===== config.mk =====
export PLATFORM = sky130hd
export DESIGN_NAME = uart_rx_fifo
export DESIGN_NICKNAME = d
export VERILOG_FILES = /design/src/rtl/uart_rx_fifo.sv
export SDC_FILE = /design/constraint.sdc
export NUM_CORES = 1
export LEC_CHECK = 0
export ABC_AREA = 1
export BUFFER_PORTS_ARGS = -buffer_cell sky130_fd_sc_hd__buf_2
export CELL_PAD_IN_SITES_DETAIL_PLACEMENT = 0
export CELL_PAD_IN_SITES_GLOBAL_PLACEMENT = 1
export CORE_MARGIN = 1.5
export CORE_UTILIZATION = 30
export CTS_CLUSTER_SIZE = 16
export DETAILED_ROUTE_END_ITERATION = 6
export MAX_ROUTING_LAYER = met4
export PLACE_DENSITY = 0.61
export SYNTH_ARGS = -nofsm -noshare
export SYNTH_HDL_FRONTEND = slang
export SYNTH_SLANG_ARGS = --single-unit

===== constraint.sdc =====
create_clock -name clock -period 7.58 [get_ports clock]
set_clock_uncertainty 0.2 [all_clocks]
set_input_delay 0.379 -clock clock [delete_from_list [all_inputs] [get_ports clock]]
set_output_delay 0.379 -clock clock [all_outputs]
set_load 0.03 [all_outputs]

===== src/rtl/uart_rx_fifo.sv =====
// Receive-side FIFO between the UART receiver and its consumer.
// First-word-fall-through output with a one-entry headroom gate back to the receiver.
module uart_rx_fifo #(
   parameter int WIDTH = 8,
   parameter int DEPTH = 16
) (
   input  logic                       clock,
   input  logic                       resetn,
   input  logic [WIDTH-1:0]           rx_data,
   input  logic                       rx_ready,
   output logic                       rx_can_receive,
   output logic [WIDTH-1:0]           out_data,
   output logic                       out_valid,
   input  logic                       out_ready,
   output logic [$clog2(DEPTH):0]     count,
   output logic                       overflow,
   input  logic                       overflow_clear
);

   localparam int AW = $clog2(DEPTH);
   localparam int CW = AW + 1;
   localparam logic [CW-1:0] LP_FULL = CW'(DEPTH);
   localparam logic [CW-1:0] LP_HIGH = CW'(DEPTH - 1);

   logic [WIDTH-1:0] r_mem [DEPTH];
   logic [AW-1:0]    r_wr_ptr;
   logic [AW-1:0]    r_rd_ptr;
   logic [CW-1:0]    r_count;
   logic             r_overflow;

   logic w_full;
   logic w_pop;
   logic w_push;
   logic w_drop;

   assign w_full = (r_count == LP_FULL);
   assign w_pop  = out_valid & out_ready;
   // A full FIFO still accepts a word when a pop frees the slot this cycle.
   assign w_push = rx_ready & (~w_full | w_pop);
   assign w_drop = rx_ready & w_full & ~w_pop;

   always_ff @(posedge clock) begin
      if (w_push) begin
         r_mem[r_wr_ptr] <= rx_data;
      end
   end

   always_ff @(posedge clock or negedge resetn) begin
      if (!resetn) begin
         r_wr_ptr <= '0;
         r_rd_ptr <= '0;
      end else begin
         if (w_push) begin
            r_wr_ptr <= r_wr_ptr + AW'(1);
         end
         if (w_pop) begin
            r_rd_ptr <= r_rd_ptr + AW'(1);
         end
      end
   end

   always_ff @(posedge clock or negedge resetn) begin
      if (!resetn) begin
         r_count <= '0;
      end else begin
         unique case ({w_push, w_pop})
            2'b10:   r_count <= r_count + CW'(1);
            2'b01:   r_count <= r_count - CW'(1);
            default: r_count <= r_count;
         endcase
      end
   end

   always_ff @(posedge clock or negedge resetn) begin
      if (!resetn) begin
         r_overflow <= 1'b0;
      end else if (w_drop) begin
         r_overflow <= 1'b1;
      end else if (overflow_clear) begin
         r_overflow <= 1'b0;
      end
   end

   assign out_valid      = (r_count != '0);
   assign out_data       = r_mem[r_rd_ptr];
   assign count          = r_count;
   assign overflow       = r_overflow;
   // One slot of headroom covers the word already in flight at the receiver.
   assign rx_can_receive = (r_count < LP_HIGH);

endmodule


# Word level (Yosys, flattened, before mapping)
# Memory sizes are Yosys's and may differ from the RTL's.
# Cells that the tools add are included.
# word_totals
in_bits	13
reg_bits	14
ramBits	128
out_inout_bits	16
memories	1
wordCells	28
# classes
addsub	4
eq_ne	3
n_reduce_logical	3
n_lt_le_gt_ge	1
bitwise_logic	7
muxes	5
# mem_list
memory	depth	width	read_ports	rd_clocked_by_memory_dff	write_ports	line_no	text
r_mem	16	8	1	0	1	25	logic [WIDTH-1:0] r_mem [DEPTH];
# ops
operator	count
5-bit one-hot mux with 2 select lines	1
4-bit by 1-bit adder with 4-bit output, second input constant	2
5-bit by 1-bit adder with 5-bit output, second input constant	1
5-bit equality test, second input constant	1
5-bit by 4-bit < comparator with 1-bit output, second input constant	1
5-bit nonzero test	1
5-bit by 1-bit subtractor with 5-bit output, second input constant	1
1-bit bitwise AND	4
1-bit 2-to-1 mux	4
2-bit nonzero test	2
2-bit by 1-bit equality test with 1-bit output, second input constant	1
2-bit equality test, second input constant	1
1-bit inverter	2
1-bit bitwise OR	1

# Depth between registers and ports, before layout
# logic_depth
depth_word	6
ltp_mapped	18
mapped_depth_nobuf	17

# Least setup slack after synthesis
# Ideal clock, no wire load.
# synth_path
path_kind	reg-to-reg
startpoint	reg r_count[1] (netlist: count[1])
endpoint	reg r_count[4] (netlist: count[4])
setup_time_ps	117
n_path_buf	1
stages_incl_launch_ff	18
t_required_ps	7263
arrival_time_ps	2437
slack_ps	4825
period_less_slack_ps	2755
path_cell_list	dfrtp_1 -> nor2_2 -> nand4_2 -> nand2_4 -> nand2_4 -> nand2_4 -> buf_4 -> ha_1 -> nand2_1 -> inv_1 -> nor2_1 -> ha_1 -> inv_1 -> nand2_1 -> nand3_1 -> nand3b_1 -> nand3_1 -> nand2_1
# synth_between
elab_chain_cells	6
word_cells_on_any_way	12
classes_between	add/sub: 2; eq/ne: 3; mux: 1; bitwise: 4; reduce/logical: 2
# synth_lines
item	line_no	text
start, declared	28	logic [CW-1:0] r_count;
start signal, assigned	67	2'b10: r_count <= r_count + CW'(1);
start signal, assigned	68	2'b01: r_count <= r_count - CW'(1);
start signal, assigned	69	default: r_count <= r_count;
5-bit nonzero test (*)	84	assign out_valid = (r_count != '0);
named net out_valid	13	output logic out_valid,
1-bit bitwise AND (*)	37	assign w_pop = out_valid & out_ready;
1-bit bitwise OR	39	assign w_push = rx_ready & (~w_full | w_pop);
1-bit bitwise AND	39	
2-bit by 1-bit equality test with 1-bit output / 2-bit equality test (equally long branches)	66	unique case ({w_push, w_pop})
5-bit one-hot mux with 2 select lines / 2-bit nonzero test (equally long branches)	--	
# The timed path passes the listed nets; every way through them passes the cells marked *.
# A chain may end at the register's enable or synchronous reset.

# Worst setup path after layout
# layout_path
startpoint	reg r_rd_ptr[1]
endpoint	out out_data[5]
# layout_between
elab_chain_cells	1
# layout_lines
item	line_no	text
start, declared	27	logic [AW-1:0] r_rd_ptr;
start signal, assigned	57	r_rd_ptr <= r_rd_ptr + AW'(1);
memory read 16 x 8 bit	--	
end, declared	12	output logic [WIDTH-1:0] out_data,
# Every way passes these cells.

==> summary.txt <==
Run status
  • Outcome: finished clean

Timing
  • Measured slew at the worst slew-check pin: 1.29 ns
  • RSZ-0062 raised after global routing: no
  • Max-slew violation count: 0
  • Hold Vio Cnt, Final: 0
  • Max Freq: 0.319 GHz
  • Relative slew margins: 13.9%
  • Final period util: 41.4%
  • Final Setup Violations: 0
  • Final setup TNS: 0 ns
  • Period minus WS final: 3.14 ns

Placement
  • Port bufs: 28
  • GPL Wtd Cong: 0.771
  • Placed cells: 828
  • Placed wire-length estimate: ~9000 microns

GRT
  • Largest net degree at the start of global routing: 91
  • Vias in the first global route: 3955
  • GR Layer Usage met2: 22.8%
  • GR peak layer: met2
  • Total track usage: 14.9%
  • Overflow after GRT: 0
  • Met3 Use GR: 3.85%
  • Met1 Use GR: 19.9%
  • Initial antenna violation count: 0
  • First-pass GRT wire length: approximately 23000 microns

Synthesis
  • Multiplexer area fraction after synthesis: 0%
  • Post-synthesis adder-cell area fraction: between 1.5 and 2%
  • Compound-Gate Fraction of Synth Area: 6.87%
  • Synth Instances: 553
  • Syn Std Cell Area: 0.00621 sq mm
  • Synth Net Count: 575
  • Flops & latches, synth: roughly 140
  • Distinct cell type count after synthesis: 27
  • Largest family of logic cells by synthesized area: simple AND/OR/NAND/NOR gates
  • Simple-gate share of the synthesized area: 17.0%
  • Ys Warns: 0
  • Mean post-synth cell area: between 10 and 15 sq um
  • Seq/Total Area, Yosys: 67.5%
  • Post-Synth XOR/XNOR Area: less than 1%

Clock network
  • Resize count post-CTS: 0
  • Reg clk slew, reported paths: 0.05 ns
  • CTS Buffer Depth: 2
  • Num CTS Buffers: 17
  • CTS Root Buffer Type: clkbuf_16
  • H-Tree Depth: 4
  • CTS tree: yes
  • Clock sinks: 142
  • Hold Buf Count CTS: 2
  • Worst skew pair latency: 0.41 ns
  • Post-CTS setup repair buffer count: 0

Power
  • Leak Pwr: between 2 and 3 nW
  • Power Density: 390 mW/mm^2
  • Max VDD drop: around 0.20 mV

Finish
  • Multi-input gate area: 0.00166 sq mm
  • ANT cells: 0
  • Area Overhead vs Synth: 14.3%
  • Register area: 0.00420 sq mm
  • Most common cell after layout, fill and taps aside: edfxtp_1
  • Layout cells sized above 1: between 10% and 20%
  • Highest-count cells in the layout ignoring fill and taps: edfxtp_1 (128), nor2_1 (102), nand2_1 (76)
  • Filler cells: 2053
  • Nets: 601
  • Fin cells: 860

Setup path
  • CP Buf/Inv Count: 2
  • CP Class: reg -> out
  • CP max-delay cell: inv_2
  • R2R depth: 16
  • Req. time, crit path: 7.00 ns
  • Crit path DAT: 2.56 ns
  • Cell count along the critical path: 6
  • Startpoint types: register
  • CP max FO: 57
  • CP most frequent cell: nand3_1
  • CP max stage delay: 0.80 ns
  • Crit-path cells: inv_2 -> o211ai_1 -> nand3_1 -> nand3_1 -> nand2_1 -> buf_2
  • Top delay family on crit path: buffers and inverters
  • Crit. End Element: output pin

Detailed routing
  • DR vias/cell: ~4.7
  • Remaining antenna violation count: 0
  • Drt initial violations: 360
  • Drt pass-1 iters: 5
  • Detailed Route WL: 14800 microns
  • Via count: between 4000 and 5000
  • Number of remaining DRC errors: 0
  • DR WL/cell: 17.2 microns

Floorplanning
  • Boundary Pins: 29
  • Die area: 0.0216 sq mm
  • Initial Utilization: 30.6%
  • Die Width: approximately 150 microns
  • # rows: between 50 and 60
  • Core ar.: ~0.020 sq mm
  • Die height: 147 microns

Worst hold path
  • Worst hold stages: 3
  • Hold crit path type: in -> reg

Run
  • Max-cap check violation count: 0
-- area by class of cell --
type                            count  area share (%)
Sequential cell                   142            59.1
Inverter                           46            2.43
Clock inverter                      9            1.36
Multi-Input combinational cell    337            23.4
Clock buffer                       21            6.20
Tap cell                          270            4.76
Timing Repair Buffer               35            2.78
-- report_power, final --
group	leakage [nW]	internal, mW	switching (mW)
clock	0.255	0.475	0.292
sequential	1.33	0.947	0.0671
combinational	1.06	0.290	0.695
-- per-stage QoR --
| step | power, mW | util [%] | cell area (sq um) | hold slack (ns) | worst slack, ns |
|---|---|---|---|---|---|
| CTS | 2.79 | 35.0 | 7100 | 0.0660 | 4.38 |
| global placement | 2.02 | 32.2 | 6540 | 0.116 | 4.88 |
| detailed placement | 2.02 | 32.2 | 6540 | 0.118 | 4.84 |
| global route | 2.95 | 35.0 | 7100 | 0.0770 | 4.18 |
| finish | 2.77 | 35.0 | 7100 | 0.0863 | 4.44 |
| floorplan | 1.78 | - | 6210 | -0.117 | 4.83 |
-- routing by layer --
metal / part of all wire (%) / vias to the layer above
li1: - / 1951
met1: 48 / 1959
met2: 46 / 127
met3: 5.5 / 4
met4: 0.41 / 0
met5: 0 / -
-- cells in the mapped netlist --
cell type,instances,share of area (%)
buf_4,7,0.85
ha_1,9,1.8
nand4_2,1,0.20
xnor2_1,1,0.14
nand3_1,61,4.9
buf_6,4,0.72
clkbuf_1,4,0.24
a41oi_1,1,0.14
o211ai_1,24,2.9
a21oi_1,1,0.080
o21ai_0,45,3.6
nand2_4,3,0.54
o21bai_1,1,0.12
dfrtp_1,14,5.6
nor2_1,102,6.2
edfxtp_1,128,62
nand2_1,76,4.6
xor2_1,6,0.85
nor2_2,2,0.20
inv_2,1,0.060
clkbuf_2,2,0.16
nand2_2,3,0.30
clkinv_1,1,0.060
inv_1,44,2.7
buf_8,1,0.24
buf_2,10,0.81
nand3b_1,1,0.12
-- cells by family after synthesis --
logic type	after synthesis
adders and majority gates	9
DFF	142
AOI/OAI and AO/OA	72
xor gates and xnor gates	7
buffers and inverters	74
and+or+nand+nor	249
-- path summary, 6_finish.rpt --
path	slack [ns]	startpoint	end
setup / recovery	4.44	r_rd_ptr[1]$_DFFE_PN0P_	out_data[5]
hold / removal	0.09	rx_ready	r_wr_ptr[1]$_DFFE_PN0P_
setup reg to reg	4.86	count[1]$_DFFE_PN0P_	count[4]$_DFFE_PN0P_
hold reg to reg	0.32	overflow$_DFFE_PN0P_	overflow$_DFFE_PN0P_
max in group asynchronous	6.67	resetn	r_rd_ptr[0]$_DFFE_PN0P_
min in group asynchronous	0.21	resetn	r_wr_ptr[0]$_DFFE_PN0P_
-- tightest hold or removal path, cell delays in order --
cell,delay (ns)
buf_2,0.14
nand3_1,0.09
nand2_1,0.05
-- state kept, by name, summed over array words and instances, names as in the netlist --
register	flops
count	5
overflow	1
r_mem	128
r_rd_ptr	4
r_wr_ptr	4
Power figures use the tool's default switching activity.
